===== src/rtl/grid_line_clear_ctrl.sv =====
// Line-clear sequencer for a dual-port grid RAM: scans bottom-up, removes full rows, shifts rows down.
// Optional scoring is built when LINE_CLEAR_SCORE_EN is defined; otherwise score is tied to zero.
module grid_line_clear_ctrl #(
  parameter int COLS       = 10,
  parameter int ROWS       = 20,
  parameter int DATA_WIDTH = 8,
  parameter int ADDR_WIDTH = 8
) (
  input  logic                  clk,
  input  logic                  reset,
  input  logic                  start,
  output logic                  busy,
  output logic                  done,
  output logic [4:0]            lines_cleared,
  output logic [15:0]           score,
  output logic [ADDR_WIDTH-1:0] mem_addr_a,
  output logic [DATA_WIDTH-1:0] mem_data_a,
  output logic                  mem_we_a,
  output logic [ADDR_WIDTH-1:0] mem_addr_b,
  input  logic [DATA_WIDTH-1:0] mem_q_b
);
  localparam int AW = ADDR_WIDTH;
  localparam int CW = $clog2(COLS + 1);
  localparam int RW = (ROWS > 1) ? $clog2(ROWS) : 1;
  localparam logic [AW-1:0] COLS_A    = AW'(COLS);
  localparam logic [AW-1:0] COLS2_A   = AW'(2 * COLS);
  localparam logic [AW-1:0] BASE_LAST = AW'((ROWS - 1) * COLS);

  typedef enum logic [2:0] {S_IDLE, S_SCAN, S_SHIFT, S_CLEAR, S_DONE} state_t;

  state_t        r_state;
  logic [CW-1:0] r_cnt;
  logic [RW-1:0] r_row, r_drow;
  logic [AW-1:0] r_base, r_dbase, r_addr_a, r_addr_b;
  logic          r_full, r_we, r_busy, r_done;
  logic [4:0]    r_lines;
  logic          w_full, w_pass_end;

  // Running AND over the row; the word returned this cycle belongs to the previous address.
  assign w_full     = r_full & (mem_q_b != '0);
  assign w_pass_end = (r_state == S_SCAN) && (r_cnt == CW'(COLS)) && !w_full && (r_row == '0);

  always_ff @(posedge clk or negedge reset) begin
    if (!reset) begin
      r_state  <= S_IDLE;
      r_cnt    <= '0;
      r_row    <= '0;
      r_drow   <= '0;
      r_base   <= '0;
      r_dbase  <= '0;
      r_addr_a <= '0;
      r_addr_b <= '0;
      r_full   <= 1'b0;
      r_we     <= 1'b0;
      r_busy   <= 1'b0;
      r_done   <= 1'b0;
      r_lines  <= '0;
    end else begin
      r_done <= 1'b0;
      case (r_state)
        S_IDLE: if (start) begin
          r_state  <= S_SCAN;
          r_busy   <= 1'b1;
          r_row    <= RW'(ROWS - 1);
          r_base   <= BASE_LAST;
          r_addr_b <= BASE_LAST;
          r_cnt    <= '0;
          r_full   <= 1'b1;
          r_lines  <= '0;
        end
        S_SCAN: begin
          if (r_cnt != '0) r_full <= w_full;
          if (r_cnt < CW'(COLS - 1)) r_addr_b <= r_addr_b + 1'b1;
          if (r_cnt != CW'(COLS)) r_cnt <= r_cnt + 1'b1;
          else begin
            r_cnt <= '0;
            if (w_full) begin
              if (r_row == '0) begin
                r_state  <= S_CLEAR;
                r_we     <= 1'b1;
                r_addr_a <= '0;
              end else begin
                r_state  <= S_SHIFT;
                r_drow   <= r_row;
                r_dbase  <= r_base;
                r_addr_b <= r_base - COLS_A;
                r_addr_a <= r_base;
              end
            end else if (r_row == '0) begin
              r_state <= S_DONE;
              r_busy  <= 1'b0;
              r_done  <= 1'b1;
            end else begin
              r_row    <= r_row - 1'b1;
              r_base   <= r_base - COLS_A;
              r_addr_b <= r_base - COLS_A;
              r_full   <= 1'b1;
            end
          end
        end
        S_SHIFT: begin
          // Reads at cnt 0..COLS-1, writes lag by one at cnt 1..COLS.
          if (r_cnt < CW'(COLS - 1)) r_addr_b <= r_addr_b + 1'b1;
          if (r_cnt != '0 && r_cnt != CW'(COLS)) r_addr_a <= r_addr_a + 1'b1;
          if (r_cnt != CW'(COLS)) begin
            r_we  <= 1'b1;
            r_cnt <= r_cnt + 1'b1;
          end else begin
            r_cnt <= '0;
            if (r_drow == RW'(1)) begin
              r_state  <= S_CLEAR;
              r_we     <= 1'b1;
              r_addr_a <= '0;
            end else begin
              r_drow   <= r_drow - 1'b1;
              r_dbase  <= r_dbase - COLS_A;
              r_addr_b <= r_dbase - COLS2_A;
              r_addr_a <= r_dbase - COLS_A;
              r_we     <= 1'b0;
            end
          end
        end
        S_CLEAR: begin
          if (r_cnt != CW'(COLS - 1)) begin
            r_cnt    <= r_cnt + 1'b1;
            r_addr_a <= r_addr_a + 1'b1;
          end else begin
            r_cnt    <= '0;
            r_we     <= 1'b0;
            if (r_lines < 5'(ROWS)) r_lines <= r_lines + 1'b1;
            r_state  <= S_SCAN;
            r_addr_b <= r_base;
            r_full   <= 1'b1;
          end
        end
        S_DONE:  r_state <= S_IDLE;
        default: r_state <= S_IDLE;
      endcase
    end
  end

  assign busy          = r_busy;
  assign done          = r_done;
  assign lines_cleared = r_lines;
  assign mem_we_a      = r_we;
  assign mem_addr_a    = r_addr_a;
  assign mem_addr_b    = r_addr_b;
  assign mem_data_a    = (r_state == S_SHIFT && r_we) ? mem_q_b : '0;

`ifdef LINE_CLEAR_SCORE_EN
  logic [15:0] r_score;
  logic [15:0] w_pts;
  logic [16:0] w_sum;

  always_comb begin
    w_pts = 16'd0;
    case (r_lines)
      5'd0:    w_pts = 16'd0;
      5'd1:    w_pts = 16'd40;
      5'd2:    w_pts = 16'd100;
      5'd3:    w_pts = 16'd300;
      default: w_pts = 16'd1200;
    endcase
  end

  assign w_sum = {1'b0, r_score} + {1'b0, w_pts};

  always_ff @(posedge clk or negedge reset) begin
    if (!reset)          r_score <= '0;
    else if (w_pass_end) r_score <= w_sum[16] ? 16'hFFFF : w_sum[15:0];
  end

  assign score = r_score;
`else
  assign score = 16'h0000;
`endif
endmodule


===== config.mk =====
export PLATFORM = sky130hd
export DESIGN_NAME = grid_line_clear_ctrl
export DESIGN_NICKNAME = d
export VERILOG_FILES = /design/src/rtl/grid_line_clear_ctrl.sv
export SDC_FILE = /design/constraint.sdc
export NUM_CORES = 1
export LEC_CHECK = 0
export BUFFER_PORTS_ARGS = -buffer_cell sky130_fd_sc_hd__buf_4
export CORE_MARGIN = 5
export CORE_UTILIZATION = 55
export DETAILED_ROUTE_END_ITERATION = 16
export PLACE_DENSITY_LB_ADDON = 0.12
export SETUP_SLACK_MARGIN = 0.15
export SLEW_MARGIN = 20
export SYNTH_ARGS = -nofsm -noshare
export SYNTH_HDL_FRONTEND = slang
export SYNTH_SLANG_ARGS = --single-unit

===== constraint.sdc =====
create_clock -name clk -period 4.4 [get_ports clk]
set_input_delay 0.22 -clock clk [delete_from_list [all_inputs] [get_ports clk]]
set_output_delay 0.22 -clock clk [all_outputs]
set_load 0.05 [all_outputs]

# After elaboration in Yosys (flattened, before gate mapping)
# Index checks and enable logic that the tools add are counted.
# totals
ff_bits	58
romBits	0
latch_bits	0
memories	0
ramBits	0
elab_cells	146
# classes
div	0
bitwise_logic	1
n_shift	0
reduce_logical	24
eq_ne	20
multipliers	0
muxes	77
addsub	9
n_lt_le_gt_ge	2
# op_table
cell	count
two-way mux 8 bit	23
two-way mux 5 bit	12
one-hot mux 8 bit (2 select lines)	2
one-hot mux 8 bit (4 select lines)	1
one-hot mux 5 bit (2 select lines)	3
one-hot mux 8 bit (3 select lines)	1
inequality test 2 bit (second input constant)	11
two-way mux 3 bit	7
two-way mux 1 bit	20
AND reduction 5 bit	4
adder 8 x 1 -> 8 bit (second input constant)	2
subtractor 8 x 4 -> 8 bit (second input constant)	2
two-way mux 4 bit	3
one-hot mux 3 bit (4 select lines)	1
one-hot mux 4 bit (3 select lines)	1
AND reduction 6 bit	2
subtractor 5 x 1 -> 5 bit (second input constant)	2
nonzero test 3 bit	3
inequality test 4 bit (second input constant)	2
nonzero test 4 bit	2
nonzero test 8 bit	1
subtractor 8 x 5 -> 8 bit (second input constant)	1
== test 3 x 2 -> 1 bit (second input constant)	2
one-hot mux 1 bit (3 select lines)	2
other kinds (19)	23

# Longest topological paths before layout
# Gate-level depths: netlist of run 1.
# depth
depth_word	7
mapped_depth	10
ltp_nobuf	7

# Worst setup path after synthesis of run 1
# Ideal clock, no wire load.
# synth_timing
path_type	reg-to-reg
start	register r_row[0]
end	register r_addr_b[2], in the netlist mem_addr_b[2]
arrival_ns	1.938
n_path_buf	1
path_stages_with_launch	9
setup_time_ns	0.066
setup_slack_ns	2.395
period_less_slack_ns	2.005
t_required_ns	4.334
path_cell_list	dfrtp_1 inv_1 ha_1 or4b_1 buf_2 a21oi_1 nor2_1 o311ai_1 o21a_1
# synth_via
elab_chain_len	4
# synth_rtl
element	line	text
from (decl)	33	logic [RW-1:0] r_row, r_drow;
from (signal assigned)	64	r_row <= RW'(ROWS - 1);
from (signal assigned)	94	r_row <= r_row - 1'b1;
zero test 5 bit	78, 89	
two-way mux 8 bit	78, 89	
two-way mux 8 bit	74	if (r_cnt != CW'(COLS)) r_cnt <= r_cnt + 1'b1;
one-hot mux 8 bit (4 select lines)	60	case (r_state)
to (signal assigned)	73	if (r_cnt < CW'(COLS - 1)) r_addr_b <= r_addr_b + 1'b1;
to (signal assigned)	86	r_addr_b <= r_base - COLS_A;
to (signal assigned)	96	r_addr_b <= r_base - COLS_A;
to (decl)	34	logic [AW-1:0] r_base, r_dbase, r_addr_a, r_addr_b;
# Every way passes these cells.
# A chain may end at the register's enable or synchronous reset.

# Worst setup path after layout of run 1
# layout_timing
start	register r_state[1]
end	register r_addr_a[1], in the netlist mem_addr_a[1]
# layout_via
elab_chain_len	3
elab_cells_between_ends	10
classes_between	7 x eq/ne; 1 x mux; 2 x reduce/logical
# layout_rtl
element	line	text
from (decl)	31	state_t r_state;
from (signal assigned)	45	r_state <= S_IDLE;
from (signal assigned)	62	r_state <= S_SCAN;
from (signal assigned)	79	r_state <= S_CLEAR;
== test 3 x 2 -> 1 bit / == test 3 x 1 -> 1 bit (equally long branches)	60	
inequality test 3 bit (no line), or another cell as far along	-	
AND reduction 5 bit (no line)	-	
to (signal assigned)	87	r_addr_a <= r_base;
to (signal assigned)	104	if (r_cnt != '0 && r_cnt != CW'(COLS)) r_addr_a <= r_addr_a + 1'b1;
to (signal assigned)	118	r_addr_a <= r_dbase - COLS_A;
to (decl)	34	
# Several ways; a longest one is shown, not always the timed one.

==> metrics.cfg, run 1 <==
[drt]
wl_met3_um = 643
wl_met2_um = 5425
drt-met1-wl_um = 4727
routed_via_density = 6.411
wl_per_cell_um = 18.30
routed_wl_um = 10960
vias = 3840
dr.pass1.iters = 5
top_layer = met4
drt_iter0_drc = 472
ant_nets = 0
drc = 0

[grt]
antenna_found_initial = 0
grt_pass1_wl_um = 17720
grt_pass1_vias = 3561
grt_max_degree = 58
overflow = 0
grt_use_total_pct = 24.41

[timing]
setup_viol = 0
setup_tns_ns = 0
max_freq_ghz = 0.3324
clock_skew_ns = 0.01393
worst_pin_slew_ns = 1.078
drv_slew = 0
finalHoldViolCount = 0
timing.final.crit_share_pct = 68.37
max_slew_margin_pct = 28.16
period_needed_ns = 3.008
rsz0062_at_grt = no

[yosys]
yosys.area.top_type_share_pct = 34.65
syn_area_um2 = 4116
yosysWarnings = 0
synth_area_leaders = dfrtp_1, o21ai_0, a21oi_1
synth_top_area_cell = dfrtp_1
ys_ff_latch = 57
synthArstFlopShare_pct = 100.0
synthCells = 476
synthDistinctLibCells = 78
postSynthAreaPerCell_um2 = 8.648
yosysSeqAreaShare_pct = 34.65
synth_flop_cell = dfrtp_1
synth_enable_flop_cells = 0

[placement]
dp_hpwl_um = 7800
io_buffers = 42
dp.cells = 583
routabilityCongestion = 0.8907
placement.cell_area_um2 = 4345

[worst_setup_path]
worstPathCellList = nor3b_2, nand3_1, a22oi_1, a31oi_1, o21ai_0
cp_data_required_time_ns = 4.65
cp-start-kind = flop
cp_max_fo = 19
arrival_ns = 3.26
crit_buf_inv = 0
crit_family = compound AO/OA/AOI/OAI gates
path_class = reg2reg
max_stage_delay_ns = 0.82
crit_path_end_kind = flop
slowest_stage = a22oi_1

[die]
io_pins = 59
die_x_um = 96.51
die-area_um2 = 9314
core_um2 = 7253
row_count = 31
fp.dieH_um = 96.51
start_util_pct = 56.75

[finish]
nFillCells = 645
syn_to_final_growth_pct = 10.55
fin_area_um2 = 4551
antenna_cells = 0
stdcell_count = 599
drive_above_1_share_pct = 15.80
fin_nets = 519

[pwr]
power_density_nw_per_um2 = 857.9
vdd_drop_max_v = 0.0004790
leakage_uw = 0.001971

[clocking]
cts-resized-gates = 0
h-tree-depth = 3
clk_latency_ns = 0.34
cts_made_buffers = 9
clockRootBuffer = clkbuf_8
cts_sinks = 57
clkTransAtPathRegs_ns = 0.07
clockBufferDepth = 2
cts_tree = done

[run]
drv_cap = 0

[worst_hold_path]
worstHoldPathType = in2reg

[run_status]
status = finished, final reports clean

[routing by layer]
metal  track usage, %  up-vias
li1                 -     1790
met1            33.04     1884
met2            39.31      142
met3            5.267       24
met4            7.126        0
met5                0        -
[layout make-up]
cell class	instances	area, um2	share of cell area (%)
Clock buffer	12	155.1	3.409
Clock inverter	3	40.04	0.8798
Inverter	14	52.55	1.155
Multi-Input combinational cell	369	2412	53.01
Sequential cell	57	1426	31.34
Tap cell	99	123.9	2.722
Timing Repair Buffer	45	340.3	7.479
[stage by stage]
stage	utilization (%)	total power, uW	setup WS [ns]	hold WS [ns]
after floorplan	-	2805	2.395	-0.07559
after global placement	59.91	3322	1.636	0.3331
after detailed placement	59.91	3376	1.464	0.3428
after CTS	62.74	3881	1.456	0.2907
after global routing	62.74	4191	1.118	0.3261
final	62.74	3904	1.392	0.3040
[path summary, 6_finish.rpt]
| path | startpoint | end | slack [ns] | depth (start not counted) |
|---|---|---|---|---|
| max | r_state[1]$_DFFE_PN0P_ | mem_addr_a[1]$_DFFE_PN0P_ | 1.39 | 5 |
| min | start | r_cnt[3]$_DFFE_PN0P_ | 0.30 | 4 |
| max reg2reg | r_state[1]$_DFFE_PN0P_ | mem_addr_a[1]$_DFFE_PN0P_ | 1.39 | 5 |
| min reg2reg | busy$_DFFE_PN0P_ | busy$_DFFE_PN0P_ | 0.52 | 2 |
| max in group asynchronous | reset | mem_addr_b[2]$_DFFE_PN0P_ | 3.42 | 2 |
| min in group asynchronous | reset | r_dbase[4]$_DFFE_PN0P_ | 0.49 | 2 |
[where the power goes]
part	internal [uW]	total [uW]	switching, uW
registers	762	1190	426
clock network	288	496	209
logic	806	2220	1410
total	1850	3900	2050
[worst reg2reg max path: stages, from the launching register on]
cell and delay [ns]:
dfrtp_1 0.67, nor3b_2 0.76, nand3_1 0.33, a22oi_1 0.82, a31oi_1 0.16, o21ai_0 0.17
[cells in the final DEF (no fill, tap or decap), drive strengths merged, types with 14 or more instances in the layout]
| cell | instances |
|---|---|
| dfrtp | 57 |
| a21oi | 32 |
| nor2 | 35 |
| conb | 16 |
| nand2 | 31 |
| and3 | 17 |
| buf | 44 |
| inv | 14 |
| o21ai | 51 |
[cell usage after synthesis (3+ instances only)]
cell type and number:
inv_1 14, o211a_1 4, nor4_1 4, and3_1 16
o21a_1 7, a22oi_1 6, ha_1 12, clkbuf_1 15
nor3_1 7, xor2_1 8, a21oi_1 32, a211oi_1 6
or3_1 5, nor2_1 35, nor3b_1 5, a41oi_1 4
nand2_1 31, nand3_1 12, xnor2_1 5, buf_2 15
o211ai_1 5, a31oi_1 8, buf_4 18, mux2i_1 4
a221oi_1 6, nand4_1 3, o41ai_1 3, o21ai_0 49
o31ai_1 4, a21o_1 5, a2111oi_0 4, dfrtp_1 57
nor2b_1 6
[cells by family (layout without fill, tap and decap cells)]
| logic type | Yosys count | in the layout | synth area share [%] |
|---|---|---|---|
| other | 1 | 16 | 0.09110 |
| and+or+nand+nor | 150 | 150 | 20.43 |
| buffers and inverters | 65 | 74 | 8.389 |
| adders and majority gates | 12 | 12 | 3.647 |
| muxes | 5 | 5 | 1.246 |
| AOI/OAI and AO/OA | 173 | 173 | 28.78 |
| DFF | 57 | 57 | 34.65 |
| xor gates and xnor gates | 13 | 13 | 2.766 |
[state kept, by name, summed over array words and instances (netlist names)]
register	count
r_base	7
r_drow	5
r_full	1
r_state	3
mem_addr_a	8
mem_addr_b	8
mem_we_a	1
busy	1
r_cnt	4
lines_cleared	5
r_dbase	8
r_row	5
done	1
[repair_timing]
action	4_1_cts	5_1_grt
setup buffers	0	0
hold buffers	1	0
hold endpoints to repair	57	0
Note: power is estimated with default switching activity, not from simulation.
==> run 2, diff against run 1 <==
==> constraint.sdc (replaced) <==
create_clock -name clk -period 3.03 [get_ports clk]
set_input_delay 0.1515 -clock clk [delete_from_list [all_inputs] [get_ports clk]]
set_output_delay 0.1515 -clock clk [all_outputs]
set_load 0.05 [all_outputs]
==> run 2 against run 1 <==
Compared with the run above:
- core utilization up 1.6 points
- cell area up 2.5%
- wire length rose by 1.8%
- flip-flop and latch count did not move
- die area unchanged
- clock-buffer cell count down 3
- power is 52% higher
- final cell count grew 1.5%
- global-route usage grew 0.79 points
- largest cell class unchanged
==> metrics.cfg, run 2 (same netlist as run 1, synthesis figures left out) <==
[clocking]
clkTransAtPathRegs_ns = 0.07  ; about the same
cts_made_buffers = 9  ; unchanged
h-tree-depth = 3  ; unchanged
cts_tree = done  ; unchanged
cts_sinks = 57  ; unchanged
clk_latency_ns = 0.35  ; was 0.34 ns
post-cts-setup-buffer-count = 0  ; unchanged
clockBufferDepth = 2  ; unchanged
cts_hold_buf = 1  ; unchanged
clockRootBuffer = clkbuf_8  ; unchanged
cts-resized-gates = 0  ; unchanged

[pwr]
vdd_drop_max_v = 0.0006842  ; was 0.0004790 V
fin_total_pwr_uw = 5944  ; was 3904 uW
leakage_uw = 0.002034  ; was 0.001971 uW
power_density_nw_per_um2 = 1274  ; was 857.9 nW/um2

[worst_setup_path]
slowest_stage = a22oi_1  ; unchanged
cp_max_fo = 16  ; was 19
worstPathCellList = nor4bb_2, buf_4, nand3_1, a22oi_1, buf_4, o211ai_1, o21ai_0  ; was nor3b_2, nand3_1, a22oi_1, a31oi_1, o21ai_0
reg2reg_from = r_cnt[1]$_DFFE_PN0P_  ; was r_state[1]$_DFFE_PN0P_
cp_common_cell = buf_4
max_stage_delay_ns = 0.62  ; was 0.82 ns
r2r-end = r_dbase[2]$_DFFE_PN0P_  ; was mem_addr_a[1]$_DFFE_PN0P_
arrival_ns = 2.79  ; was 3.26 ns
cp-start-kind = flop  ; unchanged
reg2reg_depth = 7  ; was 5
crit_path_end_kind = flop  ; unchanged
r2r_setup_slack_ns = 0.50  ; was 1.39 ns
crit_family = compound AO/OA/AOI/OAI gates  ; unchanged
crit_buf_inv = 2  ; was 0
path_class = reg2reg  ; unchanged
cp_data_required_time_ns = 3.29  ; was 4.65 ns

[timing]
whs_ns = 0.2457  ; was 0.3040 ns
setup_viol = 0  ; unchanged
rsz0062_at_grt = no  ; unchanged
period_needed_ns = 2.533  ; was 3.008 ns
timing.final.crit_share_pct = 83.61  ; was 68.37%
fin_ws_ns = 0.4967  ; was 1.392 ns
worst_pin_slew_ns = 0.7672  ; was 1.078 ns
setup_tns_ns = 0  ; unchanged
drv_slew = 0  ; unchanged
max_freq_ghz = 0.3947  ; was 0.3324 GHz
finalHoldViolCount = 0  ; unchanged
clock_skew_ns = 0.008654  ; was 0.01393 ns
max_slew_margin_pct = 48.55  ; was 28.16%

[worst_hold_path]
holdPathEnd = r_cnt[3]$_DFFE_PN0P_  ; unchanged
hold-path-cell-count = 4  ; unchanged
worst_hold_startpoint = start  ; unchanged
worstHoldPathType = in2reg  ; unchanged

[drt]
ant_nets = 0  ; unchanged
vias = 3868  ; was 3840
wl_per_cell_um = 18.36  ; was 18.30 um
routed_wl_um = 11170  ; was 10960 um
drt_iter0_drc = 310  ; was 472
routed_via_density = 6.362  ; was 6.411
drc = 0  ; unchanged
dr.pass1.iters = 6  ; was 5

[grt]
grt_pass1_wl_um = 17960  ; was 17720 um
overflow = 0  ; unchanged
grt_pass1_vias = 3581  ; was 3561
grt_use_total_pct = 25.20  ; was 24.41%
grt_max_degree = 58  ; unchanged
antenna_found_initial = 0  ; unchanged

[run]
drv_cap = 0  ; unchanged

[finish]
fin_nets = 527  ; was 519
antenna_cells = 0  ; unchanged
drive_above_1_share_pct = 17.49  ; was 15.80%
syn_to_final_growth_pct = 13.31  ; was 10.55%
final_cell_mix = dfrtp_1, buf_4, o21ai_0  ; was dfrtp_1, o21ai_0, buf_4
stdcell_count = 608  ; was 599
mostFrequentLayoutCell = dfrtp_1  ; unchanged

[die]
start_util_pct = 56.75  ; unchanged
io_pins = 59  ; unchanged
fp.dieH_um = 96.51  ; unchanged
die-area_um2 = 9314  ; unchanged
core_um2 = 7253  ; unchanged
row_count = 31  ; unchanged
die_x_um = 96.51  ; unchanged

[placement]
dp.cells = 591  ; was 583
io_buffers = 42  ; unchanged
post-place-ws_ns = 0.5625  ; was 1.464 ns
dp_hpwl_um = 7920  ; was 7800 um
routabilityCongestion = 0.9078  ; was 0.8907

[run_status]
status = finished, final reports clean  ; unchanged

## run 2: changes by cell type in the layout (fill, tap and decap cells not counted)
cell / delta
buf_4: +8
bufinv_16: +2
clkbuf_8: -2
clkinv_2: -2
clkinv_4: +2
inv_6: +2
clkbuf_1: -1
## run 2: layout make-up
| class | count | area (um2) |
|---|---|---|
| clock inverter | 7 | 125.1 |
| sequential | 57 | 1426 |
| fill | 631 | 2589 |
| multi-input combinational | 369 | 2412 |
| timing repair buffer | 53 | 400.4 |
| inverter | 14 | 52.55 |
| tap | 99 | 123.9 |
| clock buffer | 9 | 123.9 |
## run 2: worst reg2reg max path, delay by kind of cell, from the launching register on
| kind | cells | cell delay [ns] |
|---|---|---|
| AO/OA/AOI/OAI | 3 | 0.80 |
| AND/OR/NAND/NOR | 2 | 0.59 |
| buffers and inverters | 2 | 0.54 |
| flip-flops | 1 | 0.52 |
## run 2: metal layers
layer	track usage [%]	wire (um)
met5	0	0
met4	9.346	357
met3	6.119	819
met2	41.72	5396
met1	31.90	4592
## run 2: worst max path at each step
stage                                     from                   endpoint  slack [ns]  cells past startpoint
after detailed placement  r_cnt[1]$_DFFE_PN0P_     r_dbase[2]$_DFFE_PN0P_        0.56                      7
after CTS                 r_cnt[1]$_DFFE_PN0P_     r_dbase[2]$_DFFE_PN0P_        0.56                      7
final                     r_cnt[1]$_DFFE_PN0P_     r_dbase[2]$_DFFE_PN0P_        0.50                      7
after global placement    r_cnt[1]$_DFFE_PN0P_     r_dbase[3]$_DFFE_PN0P_        0.63                      7
after floorplan           r_row[0]$_DFFE_PN0P_  mem_addr_b[2]$_DFFE_PN0P_        1.03                      8
after global routing      r_cnt[1]$_DFFE_PN0P_     r_dbase[2]$_DFFE_PN0P_        0.34                      7
## run 2: metrics by stage
stage,area (um2),utilization (%)
2_1_floorplan,4173,-
3_3_place_gp,4405,60.74
3_5_place_dp,4405,60.74
4_1_cts,4664,64.31
5_1_grt,4664,64.31
6_report,4664,64.31
## run 2: report_power, final
part	internal, uW	switching, uW	leakage [uW]
sequential	1100	623	0.000689
clock	555	359	0.000124
combinational	1230	2070	0.00122
